--- src/rtl/tawas_ls_wait_if.sv ---
// Data-bus bundle between the Tawas load/store unit and a wait-stated memory.
// The LSU is the master; the memory side is the slave.
interface tawas_ls_wait_if;
   logic        DREQ;
   logic        DACK;
   logic [31:0] DADDR;
   logic        DWR;
   logic [3:0]  DMASK;
   logic [31:0] DOUT;
   logic        DRD_VLD;
   logic [31:0] DIN;

   modport master (
      output DREQ, DADDR, DWR, DMASK, DOUT,
      input  DACK, DRD_VLD, DIN
   );

   modport slave (
      input  DREQ, DADDR, DWR, DMASK, DOUT,
      output DACK, DRD_VLD, DIN
   );
endinterface

--- src/rtl/tawas_ls_wait.sv ---
// Tawas load/store unit for wait-stated data buses: DREQ/DACK request handshake,
// in-order read responses tracked in a PEND_DEPTH-deep pending-load FIFO.
module tawas_ls_wait #(
   parameter int PEND_DEPTH  = 4,
   parameter int PEND_AW     = 2,
   parameter bit SIGN_EXT_EN = 1'b1
) (
   input  logic        CLK,
   input  logic        RST,

   input  logic        LS_OP_VLD,
   output logic        LS_OP_RDY,
   input  logic [15:0] LS_OP,
   output logic [2:0]  LS_PTR_SEL,
   input  logic [31:0] LS_PTR,
   output logic [2:0]  LS_STORE_SEL,
   input  logic [31:0] LS_STORE,

   output logic        LS_PTR_UPD_VLD,
   output logic [2:0]  LS_PTR_UPD_SEL,
   output logic [31:0] LS_PTR_UPD,

   tawas_ls_wait_if.master bus,

   output logic        LSD_LOAD_VLD,
   output logic [2:0]  LSD_LOAD_SEL,
   output logic [31:0] LSD_LOAD,

   output logic        LS_BUSY,
   output logic        LS_ERR,
   output logic        DBG_STATE
);

   // Handshakes: an op transfers on the rising edge where LS_OP_VLD && LS_OP_RDY;
   // a bus request transfers where DREQ && DACK, DREQ and its payload holding until then.
   typedef enum logic [0:0] {ST_IDLE = 1'b0, ST_REQ = 1'b1} ls_state_t;

   typedef struct packed {
      logic [2:0] dest;
      logic [1:0] size;   // 0 byte, 1 half, 2 word
      logic [1:0] lane;
      logic       sext;
   } pend_t;

   localparam logic [PEND_AW:0] DEPTH_C = PEND_DEPTH[PEND_AW:0];

   ls_state_t state_q, state_d;

   logic [31:0] req_addr, req_dout;
   logic [3:0]  req_mask;
   logic        req_wr;
   pend_t       req_ent;

   pend_t             pend_mem [PEND_DEPTH];
   logic [PEND_AW-1:0] wr_ptr, rd_ptr;
   logic [PEND_AW:0]   fifo_cnt, occ;

   logic        accept, push, pop, dreq, req_load;
   logic        op_word, op_half, op_upd, op_store;
   logic [4:0]  imm5;
   logic [5:0]  imm6;
   logic [31:0] off_z, adj, acc_addr, ptr_new, dout_in;
   logic [3:0]  mask_in;
   pend_t       ent_in, head;
   logic [4:0]  shamt;
   logic [31:0] shifted, load_fmt;
   logic        sx;

   assign LS_PTR_SEL   = LS_OP[5:3];
   assign LS_STORE_SEL = LS_OP[2:0];
   assign op_word  = LS_OP[12];
   assign op_half  = LS_OP[11] & ~LS_OP[12];
   assign op_upd   = LS_OP[13];
   assign op_store = LS_OP[14];
   assign imm5     = LS_OP[10:6];
   assign imm6     = LS_OP[11:6];

   assign dreq     = (state_q == ST_REQ);
   assign req_load = dreq & ~req_wr;
   assign occ      = fifo_cnt + {{PEND_AW{1'b0}}, req_load};
   // Conservative: a pop in this same cycle does not free a slot until next cycle.
   assign LS_OP_RDY = (~dreq | bus.DACK) & (occ < DEPTH_C);
   assign accept    = LS_OP_VLD & LS_OP_RDY;
   assign push      = req_load & bus.DACK;
   assign pop       = bus.DRD_VLD & (fifo_cnt != '0);

   // Address generation: pre-decrement for negative update offsets, post-increment otherwise.
   always_comb begin
      off_z = '0;
      adj   = '0;
      if (op_word) begin
         off_z = {24'd0, imm6, 2'b00};
         adj   = {{24{imm6[5]}}, imm6, 2'b00};
      end else if (op_half) begin
         off_z = {26'd0, imm5, 1'b0};
         adj   = {{26{imm5[4]}}, imm5, 1'b0};
      end else begin
         off_z = {27'd0, imm5};
         adj   = {{27{imm5[4]}}, imm5};
      end
      ptr_new  = LS_PTR + adj;
      acc_addr = LS_PTR + off_z;
      if (op_upd) acc_addr = adj[31] ? ptr_new : LS_PTR;

      mask_in = 4'b0001 << acc_addr[1:0];
      dout_in = {4{LS_STORE[7:0]}};
      if (op_word) begin
         mask_in = 4'b1111;
         dout_in = LS_STORE;
      end else if (op_half) begin
         mask_in = acc_addr[1] ? 4'b1100 : 4'b0011;
         dout_in = {2{LS_STORE[15:0]}};
      end
      if (!op_store) dout_in = '0;

      ent_in.dest = LS_OP[2:0];
      ent_in.size = op_word ? 2'd2 : (op_half ? 2'd1 : 2'd0);
      ent_in.lane = acc_addr[1:0];
      ent_in.sext = LS_OP[15];
   end

   always_comb begin
      state_d = state_q;
      if (accept)
         state_d = ST_REQ;
      else if (dreq && bus.DACK)
         state_d = ST_IDLE;
   end

   always_ff @(posedge CLK or posedge RST) begin
      if (RST) state_q <= ST_IDLE;
      else     state_q <= state_d;
   end

   always_ff @(posedge CLK or posedge RST) begin
      if (RST) begin
         req_addr <= '0;
         req_dout <= '0;
         req_mask <= '0;
         req_wr   <= 1'b0;
         req_ent  <= '0;
      end else if (accept) begin
         req_addr <= {acc_addr[31:2], 2'b00};
         req_dout <= dout_in;
         req_mask <= mask_in;
         req_wr   <= op_store;
         req_ent  <= ent_in;
      end
   end

   always_ff @(posedge CLK or posedge RST) begin
      if (RST) begin
         LS_PTR_UPD_VLD <= 1'b0;
         LS_PTR_UPD_SEL <= '0;
         LS_PTR_UPD     <= '0;
      end else begin
         LS_PTR_UPD_VLD <= accept & op_upd;
         LS_PTR_UPD_SEL <= (accept && op_upd) ? LS_OP[5:3] : 3'd0;
         LS_PTR_UPD     <= (accept && op_upd) ? ptr_new : 32'd0;
      end
   end

   assign bus.DREQ  = dreq;
   assign bus.DADDR = req_addr;
   assign bus.DWR   = req_wr;
   assign bus.DMASK = req_mask;
   assign bus.DOUT  = req_dout;

   always_ff @(posedge CLK) begin
      if (push) pend_mem[wr_ptr] <= req_ent;
   end

   always_ff @(posedge CLK or posedge RST) begin
      if (RST) begin
         wr_ptr   <= '0;
         rd_ptr   <= '0;
         fifo_cnt <= '0;
      end else begin
         if (push) wr_ptr <= wr_ptr + 1'b1;
         if (pop)  rd_ptr <= rd_ptr + 1'b1;
         case ({push, pop})
            2'b10:   fifo_cnt <= fifo_cnt + 1'b1;
            2'b01:   fifo_cnt <= fifo_cnt - 1'b1;
            default: fifo_cnt <= fifo_cnt;
         endcase
      end
   end

   // Move the addressed lane down to bit 0 and extend according to access size.
   always_comb begin
      head  = pend_mem[rd_ptr];
      shamt = {head.lane, 3'b000};
      if (head.size == 2'd2)      shamt = 5'd0;
      else if (head.size == 2'd1) shamt = {head.lane[1], 4'b0000};
      shifted = bus.DIN >> shamt;
      sx      = head.sext & SIGN_EXT_EN;
      if (head.size == 2'd2)
         load_fmt = bus.DIN;
      else if (head.size == 2'd1)
         load_fmt = {{16{sx & shifted[15]}}, shifted[15:0]};
      else
         load_fmt = {{24{sx & shifted[7]}}, shifted[7:0]};
   end

   always_ff @(posedge CLK or posedge RST) begin
      if (RST) begin
         LSD_LOAD_VLD <= 1'b0;
         LSD_LOAD_SEL <= '0;
         LSD_LOAD     <= '0;
         LS_ERR       <= 1'b0;
      end else begin
         LSD_LOAD_VLD <= pop;
         LSD_LOAD_SEL <= pop ? head.dest : 3'd0;
         LSD_LOAD     <= pop ? load_fmt : 32'd0;
         LS_ERR       <= bus.DRD_VLD & (fifo_cnt == '0);
      end
   end

   assign LS_BUSY   = dreq | (fifo_cnt != '0);
   assign DBG_STATE = state_q;

endmodule

--- src/flat_wrapper.sv ---
// flat-port wrapper written by rule: the top's interface ports become plain ports
module tawas_ls_wait_flat 
#(
   parameter int PEND_DEPTH  = 4,
   parameter int PEND_AW     = 2,
   parameter bit SIGN_EXT_EN = 1'b1
)
  (CLK, RST, LS_OP_VLD, LS_OP_RDY, LS_OP, LS_PTR_SEL, LS_PTR, LS_STORE_SEL, LS_STORE, LS_PTR_UPD_VLD, LS_PTR_UPD_SEL, LS_PTR_UPD, LSD_LOAD_VLD, LSD_LOAD_SEL, LSD_LOAD, LS_BUSY, LS_ERR, DBG_STATE, bus_DREQ, bus_DADDR, bus_DWR, bus_DMASK, bus_DOUT, bus_DACK, bus_DRD_VLD, bus_DIN);
  tawas_ls_wait_if bus_i ();
  input  logic CLK;
  input  logic RST;
  input  logic LS_OP_VLD;
  output logic LS_OP_RDY;
  input  logic [15:0] LS_OP;
  output logic [2:0] LS_PTR_SEL;
  input  logic [31:0] LS_PTR;
  output logic [2:0] LS_STORE_SEL;
  input  logic [31:0] LS_STORE;
  output logic LS_PTR_UPD_VLD;
  output logic [2:0] LS_PTR_UPD_SEL;
  output logic [31:0] LS_PTR_UPD;
  output logic LSD_LOAD_VLD;
  output logic [2:0] LSD_LOAD_SEL;
  output logic [31:0] LSD_LOAD;
  output logic LS_BUSY;
  output logic LS_ERR;
  output logic DBG_STATE;
  output wire logic [$bits(bus_i.DREQ)-1:0] bus_DREQ;
  output wire logic [$bits(bus_i.DADDR)-1:0] bus_DADDR;
  output wire logic [$bits(bus_i.DWR)-1:0] bus_DWR;
  output wire logic [$bits(bus_i.DMASK)-1:0] bus_DMASK;
  output wire logic [$bits(bus_i.DOUT)-1:0] bus_DOUT;
  input wire logic [$bits(bus_i.DACK)-1:0] bus_DACK;
  input wire logic [$bits(bus_i.DRD_VLD)-1:0] bus_DRD_VLD;
  input wire logic [$bits(bus_i.DIN)-1:0] bus_DIN;
  assign bus_DREQ = bus_i.DREQ;
  assign bus_DADDR = bus_i.DADDR;
  assign bus_DWR = bus_i.DWR;
  assign bus_DMASK = bus_i.DMASK;
  assign bus_DOUT = bus_i.DOUT;
  assign bus_i.DACK = bus_DACK;
  assign bus_i.DRD_VLD = bus_DRD_VLD;
  assign bus_i.DIN = bus_DIN;
  tawas_ls_wait #(.PEND_DEPTH(PEND_DEPTH), .PEND_AW(PEND_AW), .SIGN_EXT_EN(SIGN_EXT_EN)) u_core (.CLK(CLK), .RST(RST), .LS_OP_VLD(LS_OP_VLD), .LS_OP_RDY(LS_OP_RDY), .LS_OP(LS_OP), .LS_PTR_SEL(LS_PTR_SEL), .LS_PTR(LS_PTR), .LS_STORE_SEL(LS_STORE_SEL), .LS_STORE(LS_STORE), .LS_PTR_UPD_VLD(LS_PTR_UPD_VLD), .LS_PTR_UPD_SEL(LS_PTR_UPD_SEL), .LS_PTR_UPD(LS_PTR_UPD), .bus(bus_i), .LSD_LOAD_VLD(LSD_LOAD_VLD), .LSD_LOAD_SEL(LSD_LOAD_SEL), .LSD_LOAD(LSD_LOAD), .LS_BUSY(LS_BUSY), .LS_ERR(LS_ERR), .DBG_STATE(DBG_STATE));
endmodule
--- config.mk ---
export PLATFORM = sky130hd
export DESIGN_NAME = tawas_ls_wait_flat
export DESIGN_NICKNAME = d
export VERILOG_FILES = /design/src/rtl/tawas_ls_wait_if.sv /design/src/rtl/tawas_ls_wait.sv /design/src/flat_wrapper.sv
export SDC_FILE = /design/constraint.sdc
export NUM_CORES = 1
export LEC_CHECK = 0
export CORE_UTILIZATION = 36
export CTS_CLUSTER_DIAMETER = 200
export DETAILED_ROUTE_END_ITERATION = 8
export GPL_TIMING_DRIVEN = 0
export PLACE_DENSITY = 0.74
export SYNTH_ARGS = -nofsm -noshare
export SYNTH_HDL_FRONTEND = slang
export SYNTH_SLANG_ARGS = --single-unit
--- constraint.sdc ---
create_clock -name CLK -period 7.9 [get_ports CLK]
set_clock_uncertainty 0.2 [all_clocks]
set_input_delay 1.975 -clock CLK [delete_from_list [all_inputs] [get_ports CLK]]
set_output_delay 1.975 -clock CLK [all_outputs]
set_load 0.02 [all_outputs]
==> impl_metrics.json <==
{
  "clk_latency_ns": 0.43,
  "wl_met2_um": 16400,
  "slew_violations": 0,
  "fmax_mhz": 146,
  "seq_area_frac_synth": 0.464,
  "peakVddDrop_mv": 0.178,
  "synth_cell_type_count": 66,
  "grt_pass1_wl_um": 53600,
  "drc": 0,
  "min_period_ns": 6.86,
  "ys_warn_count": 0,
  "core_area_mm2": 0.0287,
  "clkSlewWorstSetupHoldPaths_ns": 0.07,
  "setup_viol": 0,
  "yosysTopAreaCell": "dfrtp_1",
  "powerDensity_mw_per_mm2": 317,
  "wl_per_cell_um": 19.6,
  "cts_buffer_depth": 2,
  "status": "finished, final reports clean",
  "max_stage_delay_ns": 0.74,
  "worst_pin_slew_ns": 1.08,
  "syn-cell-area_mm2": 0.0105,
  "grt_pass1_vias": 9447,
  "postCtsHoldBufs": 0,
  "dp_slack_ns": 0.771,
  "combPwrFrac": 0.471,
  "dr_wl_met3_um": 2480,
  "drt_iter0_markers": 648,
  "switchingPower_mw": 1.76,
  "rows": 62,
  "vias_per_cell": 5.38,
  "synth_edf_count": 32,
  "die-area_mm2": 0.0298,
  "maxSlewHeadroom": 0.278,
  "worstPathMaxFanout": 29,
  "finalNetCount": 1510,
  "h-tree-depth": 4,
  "arrival_ns": 7.03,
  "finalWirelength_um": 34200,
  "dp_hpwl_um": 25900,
  "met1_length_um": 14400,
  "slowest_stage": "inv_1",
  "cp_cell_sequence": "clkdlybuf4s50_1, a21oi_1, inv_1, ha_1, clkbuf_1, nand4_1, nor3_1, o311a_1, nor2_1, o31ai_1, xnor2_1, o21ai_0, o221a_2",
  "switching_share": 0.391,
  "diodes": 0,
  "synthToLayoutAreaGrowth_pct": 35.7,
  "grt.total_usage": 0.232,
  "antenna_found_initial": 2,
  "numCtsBuffers": 17,
  "cts_root_buf": "clkbuf_16",
  "top_layer": "met5",
  "internal_power_mw": 2.74,
  "mostFrequentLayoutCell": "clkdlybuf4s50_1",
  "die_w_um": 173,
  "rsz0062_at_grt": "no",
  "clock-sinks": 188,
  "crit_path_end_kind": "register",
  "hold-worst-slack_ns": 0.271,
  "startpoint_type": "input port",
  "drive_gt1_frac": 0.0615,
  "portBuffers": 263,
  "mostFrequentLayoutCells": "clkdlybuf4s50_1, nand2_1, dfrtp_1",
  "utilization": 0.496,
  "synthFlopType": "dfrtp_1",
  "worstSetupPathType": "in2reg",
  "synth-async-reset-ratio": 0.830,
  "total_power_mw": 4.51,
  "fin_setup_tns_ns": 0,
  "hold_viol": 0,
  "die_y_um": 173,
  "vias": 9414,
  "power_frac_clock": 0.196,
  "cts.repair.resized": 0,
  "avgSynthCellArea_um2": 9.81,
  "cts_tree": "built",
  "drv_cap": 0,
  "synth_area_leaders": "dfrtp_1, edfxtp_1, nand2_1",
  "antenna_left": 0,
  "fin_crit_sh": 0.868,
  "setup_slack_ns": 1.04,
  "yosysTopAreaCellShare": 0.372,
  "post_cts.repair.setup_buffers": 0,
  "holdCritPathClass": "reg2reg",
  "grt_start_max_net_pins": 102,
  "dr.pass1.iters": 5,
  "r2r_slack_ns": 4.49,
  "grt-ovfl-total": 0,
  "seqPwrFrac": 0.333,
  "ys_ff_latch": 188,
  "start_util": 0.365,
  "crit_required_ns": 8.07,
  "routabilityCongestion": 0.943,
  "p_leak_nw": 6.15,
  "synth_cells": 1068,
  "ioPinCount": 269
}
[sequential cells by signal, summed over array words and instances, names as in the netlist, 2 cells and up]
register / cells
u_core.bus.DADDR: 30
u_core.fifo_cnt: 3
u_core.bus.DOUT: 32
u_core.LSD_LOAD_SEL: 3
u_core.LS_PTR_UPD_SEL: 3
u_core.wr_ptr: 2
u_core.bus.DMASK: 4
u_core.LSD_LOAD: 32
u_core.rd_ptr: 2
u_core.req_ent: 8
u_core.LS_PTR_UPD: 32
u_core.pend_mem: 32
[worst max-delay path: cells and delay by family]
| family | cells | cell delay [ns] |
|---|---|---|
| buffers and inverters | 3 | 1.60 |
| xor gates and xnor gates | 1 | 0.25 |
| AOI/OAI and AO/OA | 5 | 1.98 |
| and+or+nand+nor | 3 | 0.67 |
| adders and majority gates | 1 | 0.53 |
[synth_stat cells, types with 5 or more instances]
master,number
nand3_1,49
clkbuf_1,39
xor2_1,17
or2_2,5
mux2_2,16
xnor2_1,43
dfrtp_1,156
o31ai_1,5
edfxtp_1,32
nor3_1,7
o21bai_1,7
or3_1,12
nor2_1,71
nand2b_1,11
a21oi_1,43
mux4_2,7
o21ai_0,80
and3_1,10
nand2_1,184
inv_1,26
mux2i_1,22
o211ai_1,21
buf_4,9
and2_1,22
buf_1,11
ha_1,39
nand4_1,9
a31oi_1,9
mux4_1,8
a21o_1,10
a211o_1,17
o221ai_1,8
a221o_1,9
[logic make-up (layout without fill, tap and decap cells)]
logic type,after synthesis,after routing,synth area share
xor gates and xnor gates,60,60,0.0501
muxes,54,54,0.0747
adders and majority gates,41,41,0.0504
DFF,188,188,0.464
AOI/OAI and AO/OA,243,243,0.152
and+or+nand+nor,392,392,0.171
buffers and inverters,89,385,0.0374
other,1,2,0.000358
[power by group through the flow]
stage | logic, mW | registers, mW | clock network, mW
floorplan | 0.886 | 1.80 | 0
global placement | 2.09 | 1.50 | 0
detailed placement | 2.12 | 1.51 | 0
CTS | 2.13 | 1.50 | 0.904
global route | 2.28 | 1.53 | 0.936
finish | 2.12 | 1.50 | 0.884
[routing by layer]
metal / track usage / up-vias
met1: 0.294 / 4549
li1: - / 4373
met2: 0.386 / 419
met4: 0.0789 / 4
met3: 0.0550 / 69
met5: 0 / -
[final timing paths]
check / from / to / depth (start not counted)
min in group asynchronous: RST / u_core.LS_PTR_UPD[28]$_DFF_PP0_ / 2
max in group asynchronous: RST / u_core.bus.DOUT[30]$_DFFE_PP0P_ / 3
hold reg to reg: u_core.bus.DOUT[8]$_DFFE_PP0P_ / u_core.bus.DOUT[8]$_DFFE_PP0P_ / 2
setup / recovery: LS_OP[10] / u_core.bus.DADDR[27]$_DFFE_PP0P_ / 13
setup reg to reg: u_core.fifo_cnt[0]$_DFFE_PP0P_ / u_core.bus.DOUT[10]$_DFFE_PP0P_ / 9
hold / removal: u_core.bus.DOUT[8]$_DFFE_PP0P_ / u_core.bus.DOUT[8]$_DFFE_PP0P_ / 2
[metrics by stage]
stage | area [um2] | instances
final | 14200 | 1749
after global routing | 14200 | 1749
after CTS | 14200 | 1749
after detailed placement | 13600 | 1717
after global placement | 13600 | 1716
after floorplan | 10500 | 1069
[cell type report]
class	count	area, um2
Multi-Input combinational cell	792	5230
Timing Repair Buffer	264	2660
Fill cell	2687	14500
Clock inverter	13	156
Sequential cell	188	4860
Inverter	26	105
Buffer	63	294
Clock buffer	19	433
Tap cell	384	480
No activity file was read; power rests on OpenSTA's default activity.
